`src/rtl/rv32ima_mem_arbiter.sv`:
```
// rv32ima_mem_arbiter: two-master arbiter in front of the shared single-port memory.
// M0 is the instruction fetch port and M1 is the load/store/AMO port.
// M1 normally has priority. A starvation counter bounds how long a waiting
// fetch can be held off. An M1 lock keeps the bus on M1 across an
// A-extension read-modify-write sequence.
// Responses have a fixed latency. They are steered back to the issuing
// master by a tag shift register that is LATENCY stages deep.
module rv32ima_mem_arbiter #(
  parameter int AW         = 32,
  parameter int DW         = 32,
  parameter int LATENCY    = 1,
  parameter int STARVE_MAX = 4
) (
  input  logic            clk,
  input  logic            rst,
  input  logic            m0_req,
  input  logic [AW-1:0]   m0_addr,
  output logic            m0_gnt,
  output logic            m0_rvalid,
  output logic [DW-1:0]   m0_rdata,
  input  logic            m1_req,
  input  logic [AW-1:0]   m1_addr,
  input  logic            m1_we,
  input  logic [DW/8-1:0] m1_wstrb,
  input  logic [DW-1:0]   m1_wdata,
  input  logic            m1_lock,
  output logic            m1_gnt,
  output logic            m1_rvalid,
  output logic [DW-1:0]   m1_rdata,
  output logic            s_req,
  output logic [AW-1:0]   s_addr,
  output logic            s_we,
  output logic [DW/8-1:0] s_wstrb,
  output logic [DW-1:0]   s_wdata,
  input  logic            s_ready,
  input  logic            s_rvalid,
  input  logic [DW-1:0]   s_rdata
);

  typedef enum logic {IDLE, LOCKED} state_t;

  localparam logic [3:0] STARVE_LIM = 4'(STARVE_MAX);

  state_t             state, state_next;
  logic [3:0]         starve_cnt, starve_next;
  logic               win_m0, win_m1;
  logic [LATENCY-1:0] tag_valid;
  logic [LATENCY-1:0] tag_id;

  // Winner selection: while locked only M1 may win; otherwise M1 wins unless fetch has starved
  always_comb begin
    win_m0 = 1'b0;
    win_m1 = 1'b0;
    if (!rst) begin
      if (state == LOCKED) begin
        win_m1 = m1_req;
      end else if (m0_req && m1_req) begin
        if (starve_cnt == STARVE_LIM) win_m0 = 1'b1;
        else                          win_m1 = 1'b1;
      end else begin
        win_m0 = m0_req;
        win_m1 = m1_req;
      end
    end
  end

  // Forward the winner's request fields to memory; grants only complete when memory is ready
  always_comb begin
    s_req   = win_m0 | win_m1;
    s_addr  = win_m1 ? m1_addr : m0_addr;
    s_we    = win_m1 & m1_we;
    s_wstrb = win_m1 ? m1_wstrb : '0;
    s_wdata = m1_wdata;
    m0_gnt  = win_m0 & s_ready;
    m1_gnt  = win_m1 & s_ready;
  end

  // Lock FSM and starvation counter next-state; both only move on cycles where memory is ready
  always_comb begin
    state_next  = state;
    starve_next = starve_cnt;
    if (m1_gnt) begin
      state_next = m1_lock ? LOCKED : IDLE;
    end
    if (s_ready && state == IDLE) begin
      if (m0_gnt || !m0_req) begin
        starve_next = 4'd0;
      end else if (m1_gnt && starve_cnt != STARVE_LIM) begin
        starve_next = starve_cnt + 4'd1;
      end
    end
  end

  // Lock FSM and starvation counter registers
  always_ff @(posedge clk) begin
    if (rst) begin
      state      <= IDLE;
      starve_cnt <= 4'd0;
    end else begin
      state      <= state_next;
      starve_cnt <= starve_next;
    end
  end

  // Tag pipe: records which master owns each in-flight access; cleared on reset so stale responses are dropped
  always_ff @(posedge clk) begin
    if (rst) begin
      tag_valid <= '0;
      tag_id    <= '0;
    end else begin
      tag_valid[0] <= s_req & s_ready;
      tag_id[0]    <= win_m1;
      for (int i = 1; i < LATENCY; i++) begin
        tag_valid[i] <= tag_valid[i-1];
        tag_id[i]    <= tag_id[i-1];
      end
    end
  end

  // Response steering: the oldest tag decides which master sees s_rvalid; data goes to both
  always_comb begin
    m0_rvalid = !rst && s_rvalid && tag_valid[LATENCY-1] && !tag_id[LATENCY-1];
    m1_rvalid = !rst && s_rvalid && tag_valid[LATENCY-1] &&  tag_id[LATENCY-1];
    m0_rdata  = s_rdata;
    m1_rdata  = s_rdata;
  end

endmodule

```
`config.mk`:
```
export PLATFORM = sky130hd
export DESIGN_NAME = rv32ima_mem_arbiter
export DESIGN_NICKNAME = d
export VERILOG_FILES = /design/src/rtl/rv32ima_mem_arbiter.sv
export SDC_FILE = /design/constraint.sdc
export NUM_CORES = 1
export LEC_CHECK = 0
export CELL_PAD_IN_SITES_DETAIL_PLACEMENT = 1
export CELL_PAD_IN_SITES_GLOBAL_PLACEMENT = 1
export CORE_MARGIN = 4
export CORE_UTILIZATION = 12
export DETAILED_ROUTE_END_ITERATION = 7
export PLACE_DENSITY = 0.87
export SLEW_MARGIN = 20
export SYNTH_ARGS = -nofsm -noshare
export SYNTH_HDL_FRONTEND = slang
export SYNTH_SLANG_ARGS = --single-unit
```
`constraint.sdc`:
```
create_clock -name clk -period 2.1 [get_ports clk]
set_input_delay 0.42 -clock clk [delete_from_list [all_inputs] [get_ports clk]]
set_output_delay 0.42 -clock clk [all_outputs]
set_load 0.1 [all_outputs]
```
Word level (Yosys, flattened, before mapping)
Cells that the tools add are included.
Cells by class
  add/subtract/negate cells: 1
  equality and inequality tests: 2
  muxes and demuxes: 13
  bitwise operators: 6
  reduce and logical (&&, ||, !) cells: 13
Operator list (number)
  2-to-1 mux 32 bit: 1
  2-to-1 mux 4 bit: 3
  2-to-1 mux 1 bit: 9
  logical AND 1 bit: 7
  adder 4 x 1 -> 4 bit, second input constant: 1
  bitwise AND 1 bit: 4
  == test 4 x 3 -> 1 bit, second input constant: 1
  != test 4 x 3 -> 1 bit, second input constant: 1
  logical NOT 1 bit: 3
  AND reduction 2 bit: 1
  nonzero test 2 bit: 1
  logical OR 1 bit: 1
  NOT 1 bit: 1
  bitwise OR 1 bit: 1
Word-level totals
  bits in registers: 7
  input bits: 140
  word-level logic and storage cells: 39

Longest topological paths before layout
Gate-level depths: netlist of run 1.
  depth after elaboration: 9
  gate-level depth with buffers: 7

Worst setup path after synthesis of run 1
Ideal clock, no wire load.
  path type: register to output
  start: register starve_cnt[0]
  end: output port m0_gnt
  data arrival time: 5.434 ns
  path slack: -3.754 ns
  cell stages (with the launch flop): 5
  buffers on the path: 0
  cell sequence: dfxtp_1 > inv_1 > ha_1 > nand3b_4 > a2111oi_0
On the way
  word-level cells in the longest chain between the ends: 6
Ends and longest elaborated chain
  start: declaration: line 45  | logic [3:0] starve_cnt, starve_next;
  start signal: assignment: line 101  | starve_cnt <= starve_next;
  == test 4 x 3 -> 1 bit: line 58  | if (starve_cnt == STARVE_LIM) win_m0 = 1'b1;
  2-to-1 mux 1 bit: line 58
  2-to-1 mux 1 bit: line 57  | end else if (m0_req && m1_req) begin
  2-to-1 mux 1 bit: line 55  | if (state == LOCKED) begin
  2-to-1 mux 1 bit: line 54  | if (!rst) begin
  bitwise AND 1 bit: line 74  | m0_gnt = win_m0 & s_ready;
  end: declaration: line 18  | output logic m0_gnt,
No other way between the ends.

Final worst setup path of run 1
  start: register starve_cnt[0]
  end: output port s_addr[17]
On the way
  word-level cells in the longest chain between the ends: 6
Ends and longest elaborated chain
  == test 4 x 3 -> 1 bit: line 58
  2-to-1 mux 1 bit: line 58
  2-to-1 mux 1 bit: line 57
  2-to-1 mux 1 bit: line 55
  2-to-1 mux 1 bit: line 54
  2-to-1 mux 32 bit: line 70  | s_addr = win_m1 ? m1_addr : m0_addr;
  end: declaration: line 31  | output logic [AW-1:0] s_addr,
No other way between the ends.

==> impl_metrics.yaml, run 1 <==
setup_path:
  start_kind: "flop"
  rrSetupSlack_ns: 0.60
  critPathSlowestCell: "mux2_4"
  r2r-end: "tag_id"
  arrival_ns: 1.89
  worstPathCellList: "inv_2 > ha_4 > nand3b_4 > o21ai_4 > buf_6 > buf_6 > buf_8 > mux2_4 > buf_12"
  critPathBufInv: 5
  cp_slowest_stage_delay_ns: 0.32
  cp-end-kind: "output port"
  crit_cells: 9
  crit_fanout: 5
  crit_end: "s_addr[17]"
  worstSetupPathType: "reg -> out"
  r2r_cells: 10
  worstSetupStartpoint: "starve_cnt[0]"
  critPathTopFamily: "buffers and inverters"
  path_common_cell: "buf_6"
  r2r-start: "starve_cnt[0]"
  critPathRequiredTime_ns: 1.68
clocking:
  clock_tree.buffer_depth: 2
  holdBufCountCts: 0
  cts_buffers: 3
  clk_pin_slew_ns: 0.04
  cts_tree: "yes"
  clock-sinks: 7
  clk_latency_ns: 0.23
  cts_root_buf: "clkbuf_16"
  h-tree-depth: 1
sta:
  finClkSkew_ns: 0.00232
  setup_viol: 38
  fin_crit_sh: 1.10
  timing.final.ws_setup_ns: -0.208
  fmax_mhz: 433
  maxSlewHeadroom: 0.777
  worst_pin_slew_ns: 0.334
  rsz0062_at_grt: "true"
  finalHoldViolCount: 0
  drv_slew: 0
  finalCriticalPeriod_ns: 2.31
logic_synthesis:
  synth_common_cells: "buf_4 (98), mux2_2 (25), inv_1 (10)"
  netlist_instances: 191
  synth_area_leaders: "buf_4 (46%), mux2_2 (18%), dfxtp_1 (8.9%), mux2_1 (2.8%), mux2_4 (2.8%)"
  ys.flop_type: "dfxtp_1"
  synth_seq_cells: 7
  synth_cell_type_count: 28
  async_flop_share: 0
  yosysWarnings: 0
  synth.avg_cell_area_um2: 8.29
  syn-cell-area_um2: 1580
  yosysMostFrequentCell: "buf_4"
  synth_top_cell_by_area: "buf_4"
  syn_nets: 333
  synth_edf_count: 0
  ys_seq_area_frac: 0.0885
  synth_top_area_share: 0.465
global_route:
  antenna_found_initial: 0
  overflow: 0
  grt_max_degree: 10
  grt_usage: 0.0821
  grt_pass1_vias: 1679
  grt_first_pass_wirelength_um: 9320
finish:
  fillers: 1416
  drive_gt1_frac: 0.519
  final_area_um2: 3250
  multi_input_area_um2: 862
  n_antenna_cell: 0
  synthToLayoutAreaGrowth_pct: 106
  nets: 378
  fin_cells: 407
  seqCellArea_um2: 143
drt:
  wl_per_cell_um: 15.7
  dr.first_iter.drc_count: 13
  antenna_left: 0
  wl_um: 6370
  drtPass1Iterations: 3
  drc: 0
  vias_per_cell: 3.35
  via_count: 1365
floorplan:
  core_um2: 12800
  die_y_um: 123
  row_count: 41
  num_io_pins: 278
  dieArea_um2: 15100
  start_util: 0.124
  die_w_um: 123
hold_path:
  worst_hold_path_type: "reg -> reg"
place:
  dp.final_hpwl_um: 4970
  placed_cell_area_um2: 2810
  dp.cells: 390
  place.gp.congestion: 0.759
  io_buffers: 117
power_and_ir_drop:
  powerDensity_nw_per_um2: 469
  total_leakage_power_nw: 1.38
  ir_worst_vdd_mv: 0.176
status:
  status: "complete, but fails checks"
  violations: "setup timing"
flow_run:
  maxCapViolations: 0
==> cells in the final DEF, fill, tap and decap left out, drive strengths merged <==
master / synthesis / layout
nor2b: 2 / 2
nor3: 1 / 1
nand3b: 1 / 1
a31oi: 2 / 2
ha: 2 / 2
and2: 2 / 2
inv: 10 / 10
mux2: 32 / 32
dlygate4sd2: 0 / 2
nand3: 2 / 2
nand4b: 3 / 3
buf: 101 / 67
o21ai: 2 / 2
dfxtp: 7 / 7
nand2b: 2 / 2
o2111ai: 1 / 1
nor2: 6 / 6
clkdlybuf4s15: 0 / 1
nand4: 2 / 2
a2111oi: 1 / 1
a21oi: 4 / 4
clkdlybuf4s50: 0 / 72
nor3b: 2 / 2
nand2: 5 / 5
clkbuf: 1 / 4
==> worst min-delay path: cells and delay by family, from the launching register on <==
kind / cells / cell delay [ns]
flip-flops: 1 / 0.34
AO/OA/AOI/OAI: 1 / 0.06
AND/OR/NAND/NOR: 1 / 0.07
==> how the worst min path moves through the flow <==
stage,start,endpoint,slack (ns),cells past startpoint
after floorplan,starve_cnt[1],starve_cnt[1],0.46,2
after global placement,starve_cnt[3],starve_cnt[3],0.49,2
after global routing,starve_cnt[3],starve_cnt[3],0.55,2
after CTS,starve_cnt[3],starve_cnt[3],0.53,2
final,starve_cnt[3],starve_cnt[3],0.53,2
after detailed placement,starve_cnt[3],starve_cnt[3],0.52,2
==> where the power goes <==
part	switching, W	internal [W]	leakage (nW)
Combinational	0.000578	0.000474	1.28
Sequential	0.00000381	0.000138	0.0581
Clock	0.0000779	0.000253	0.0382
Total	0.000659	0.000865	1.38
==> flip-flops by register name, summed over array words and instances, names as in the netlist <==
name / flops
starve_cnt: 4
state: 1
tag_id: 1
tag_valid: 1
==> what timing repair did <==
| item | in CTS | in global routing |
|---|---|---|
| resized for setup | 57 | 2 |
| endpoints found under the setup margin | 39 | 39 |
| pin swaps | 3 | 3 |
| gates cloned | 4 | 0 |
| setup buffers | 10 | 2 |
==> layout make-up <==
type                            instances  share of cell area
Clock buffer                            4              0.0242
Inverter                               10              0.0115
Multi-Input combinational cell         72               0.265
Sequential cell                         7              0.0438
Tap cell                              172              0.0662
Timing Repair Buffer                  142               0.589
==> metrics by stage <==
step	setup slack (ns)	hold slack (ns)	TNS, ns	power [W]	utilization
floorplan	-0.254	0.462	-1.00	0.00153	-
global placement	-0.283	0.487	-9.68	0.00110	0.220
detailed placement	-0.324	0.520	-10.43	0.00111	0.220
CTS	-0.214	0.526	-6.79	0.00153	0.254
global route	-0.271	0.552	-8.23	0.00157	0.255
finish	-0.208	0.533	-5.75	0.00152	0.255
==> metal layers <==
layer	wire, um	global-route usage	vias to the layer above
met1	2130	0.0796	633
li1	-	-	616
met4	135	0.0280	0
met5	0	0	-
met3	657	0.0392	22
met2	3450	0.151	94
==> logic make-up (layout without fill, tap and decap cells) <==
family | after synthesis | count (layout) | share of synthesized area
buffers and inverters | 112 | 156 | 0.508
muxes | 32 | 32 | 0.235
and+or+nand+nor | 28 | 28 | 0.108
AOI/OAI and AO/OA | 10 | 10 | 0.0451
DFF | 7 | 7 | 0.0885
adders and majority gates | 2 | 2 | 0.0158
Note: power is estimated with default switching activity, not from simulation.
==> run 2, diff against run 1 <==
- CORE_UTILIZATION: 12 -> 13
- PLACE_DENSITY: 0.87 -> 0.93
- clock period: 2.1 -> 2.8 ns (I/O delays scaled with it)
==> run 2 against run 1 <==
Compared with the run above:
- final area fell by 12%
- non-clock buffer count fell by 11
- cell count fell by 8.8%
- critical endpoint is now s_addr[19]
- the run now ends clean
- combinational power fell by 31%
- critical path type is now in -> out
- die area fell by 7.2%
- clock-buffer cell count did not move
- flip-flop and latch count did not move
- sequential power fell by 26%
- hold slack got worse by 0.033 ns
- critical path depth fell by 2
- largest power group unchanged
==> impl_metrics.yaml, run 2 (synthesized netlist as in run 1, its figures left out) <==
clocking:
  clk_pin_slew_ns: 0.04
  clock_tree.buffer_depth: 2
  cts_tree: "yes"
  h-tree-depth: 1
  clock-sinks: 7
  clk_latency_ns: 0.23
  cts_root_buf: "clkbuf_16"
  cts_buffers: 3
sta:
  finalCriticalPeriod_ns: 2.69
  maxSlewHeadroom: 0.712
  setup_viol: 0
  drv_slew: 0
  worst_pin_slew_ns: 0.432
  fin_crit_sh: 0.961
  hold_slack_ns: 0.499
  finalHoldViolCount: 0
  fmax_mhz: 372
  finClkSkew_ns: 0.00247
  rsz0062_at_grt: "false"
hold_path:
  hold_start: "starve_cnt[0]"
  hold_end: "starve_cnt[0]"
  worst_hold_path_type: "reg -> reg"
  whs_path_depth: 2
setup_path:
  worstSetupPathType: "in -> out"
  crit_fanout: 10
  r2r-start: "starve_cnt[0]"
  cp-end-kind: "output port"
  arrival_ns: 2.13
  cp_slowest_stage_delay_ns: 0.50
  start_kind: "input port"
  critPathRequiredTime_ns: 2.24
  r2r-end: "tag_id"
  r2r_cells: 7
  rrSetupSlack_ns: 1.39
  critPathSlowestCell: "clkdlybuf4s50_1"
  path_common_cell: "buf_12"
  worstPathCellList: "clkdlybuf4s50_1 > nor2b_2 > o21ai_4 > buf_12 > clkbuf_16 > mux2_2 > buf_12"
global_route:
  use_met3: 0.0258
  antenna_found_initial: 0
  grt_first_pass_wirelength_um: 8500
  grt_max_degree: 40
  use_met2: 0.142
  grt_pass1_vias: 1456
  grt.met1_usage: 0.0661
  grt_usage: 0.0771
  overflow: 0
  grt-busiest-layer: "met2"
power_and_ir_drop:
  powerDensity_nw_per_um2: 376
  ir_worst_vdd_mv: 0.120
  total_leakage_power_nw: 1.15
  design_power_total_w: 0.00108
floorplan:
  die_w_um: 118
  start_util: 0.132
  num_io_pins: 278
  row_count: 40
  dieArea_um2: 14000
  core_um2: 12000
  die_y_um: 118
finish:
  fin_cells: 371
  seqCellArea_um2: 140
  final_common_cell: "clkdlybuf4s50_1"
  synthToLayoutAreaGrowth_pct: 81.5
  drive_gt1_frac: 0.460
  largest_reg_flops: 4
  multi_input_area_um2: 669
  layout_common_cells: "clkdlybuf4s50_1 (74), buf_12 (44), mux2_2 (29)"
  fillers: 1326
  finish.utilization: 0.240
  top_register: "starve_cnt"
  n_antenna_cell: 0
  final_area_um2: 2870
  nets: 367
place:
  place.gp.congestion: 0.755
  placed_cell_area_um2: 2670
  dp.final_hpwl_um: 4890
  io_buffers: 117
  dp.cells: 358
drt:
  dr.first_iter.drc_count: 23
  antenna_left: 0
  drtPass1Iterations: 4
  wl_per_cell_um: 16.4
  vias_per_cell: 3.53
  wl_um: 6070
  via_count: 1309
  drc: 0
flow_run:
  maxCapViolations: 0
status:
  status: "completed"
-- run 2: cell count changes in the layout (fill, tap and decap cells not counted), moves of 3 or more --
cell	previous run	this run
mux2_2	0	29
mux2_4	32	3
nor2_2	0	6
nor2_4	6	0
buf_16	4	0
buf_6	5	1
buf_4	12	9
-- run 2: per-stage QoR --
step | setup WS [ns] | setup TNS (ns)
after floorplan | -0.452 | -0.452
after global placement | 0.0845 | 0
after detailed placement | -0.0306 | -0.408
after CTS | -0.0295 | -0.436
after global routing | 0.0558 | 0
final | 0.108 | 0
-- run 2: area by class of cell --
cell class,count,share of cell area
sequential,7,0.0488
multi-input combinational,72,0.233
tap,147,0.0640
inverter,10,0.0131
clock buffer,4,0.0274
timing repair buffer,131,0.614
-- run 2: power breakdown --
part	total [W]	internal, W	switching, W	leakage, nW
sequential	0.000105	0.000103	0.00000221	0.0571
clock	0.000249	0.000190	0.0000591	0.0382
combinational	0.000725	0.000313	0.000412	1.05
-- run 2: how the worst max path moves through the flow --
stage / from / end
after global routing: m1_req / s_addr[19]
after floorplan: starve_cnt[0] / m0_gnt
after detailed placement: m0_req / s_addr[6]
final: m1_req / s_addr[19]
after CTS: m0_req / s_addr[6]
after global placement: m0_req / s_addr[5]
-- run 2: metal layers --
metal | part of all wire | routed length (um) | vias to the layer above
li1 | - | - | 596
met1 | 0.31 | 1880 | 582
met2 | 0.54 | 3270 | 86
met3 | 0.094 | 573 | 45
met4 | 0.058 | 354 | 0
met5 | 0 | 0 | -
-- run 2: what timing repair did --
action,in CTS,in global routing
setup buffers,0,6
hold buffers,0,0
endpoints found under the setup margin,29,32
gates resized for setup,4,1
pin swaps,0,1
gates cloned,0,3
-- run 2: worst max-delay path: cells and delay by family --
kind                   cells  cell delay, ns
AO/OA/AOI/OAI              1            0.08
buffers and inverters      4            0.98
multiplexers               1            0.31
AND/OR/NAND/NOR            1            0.20
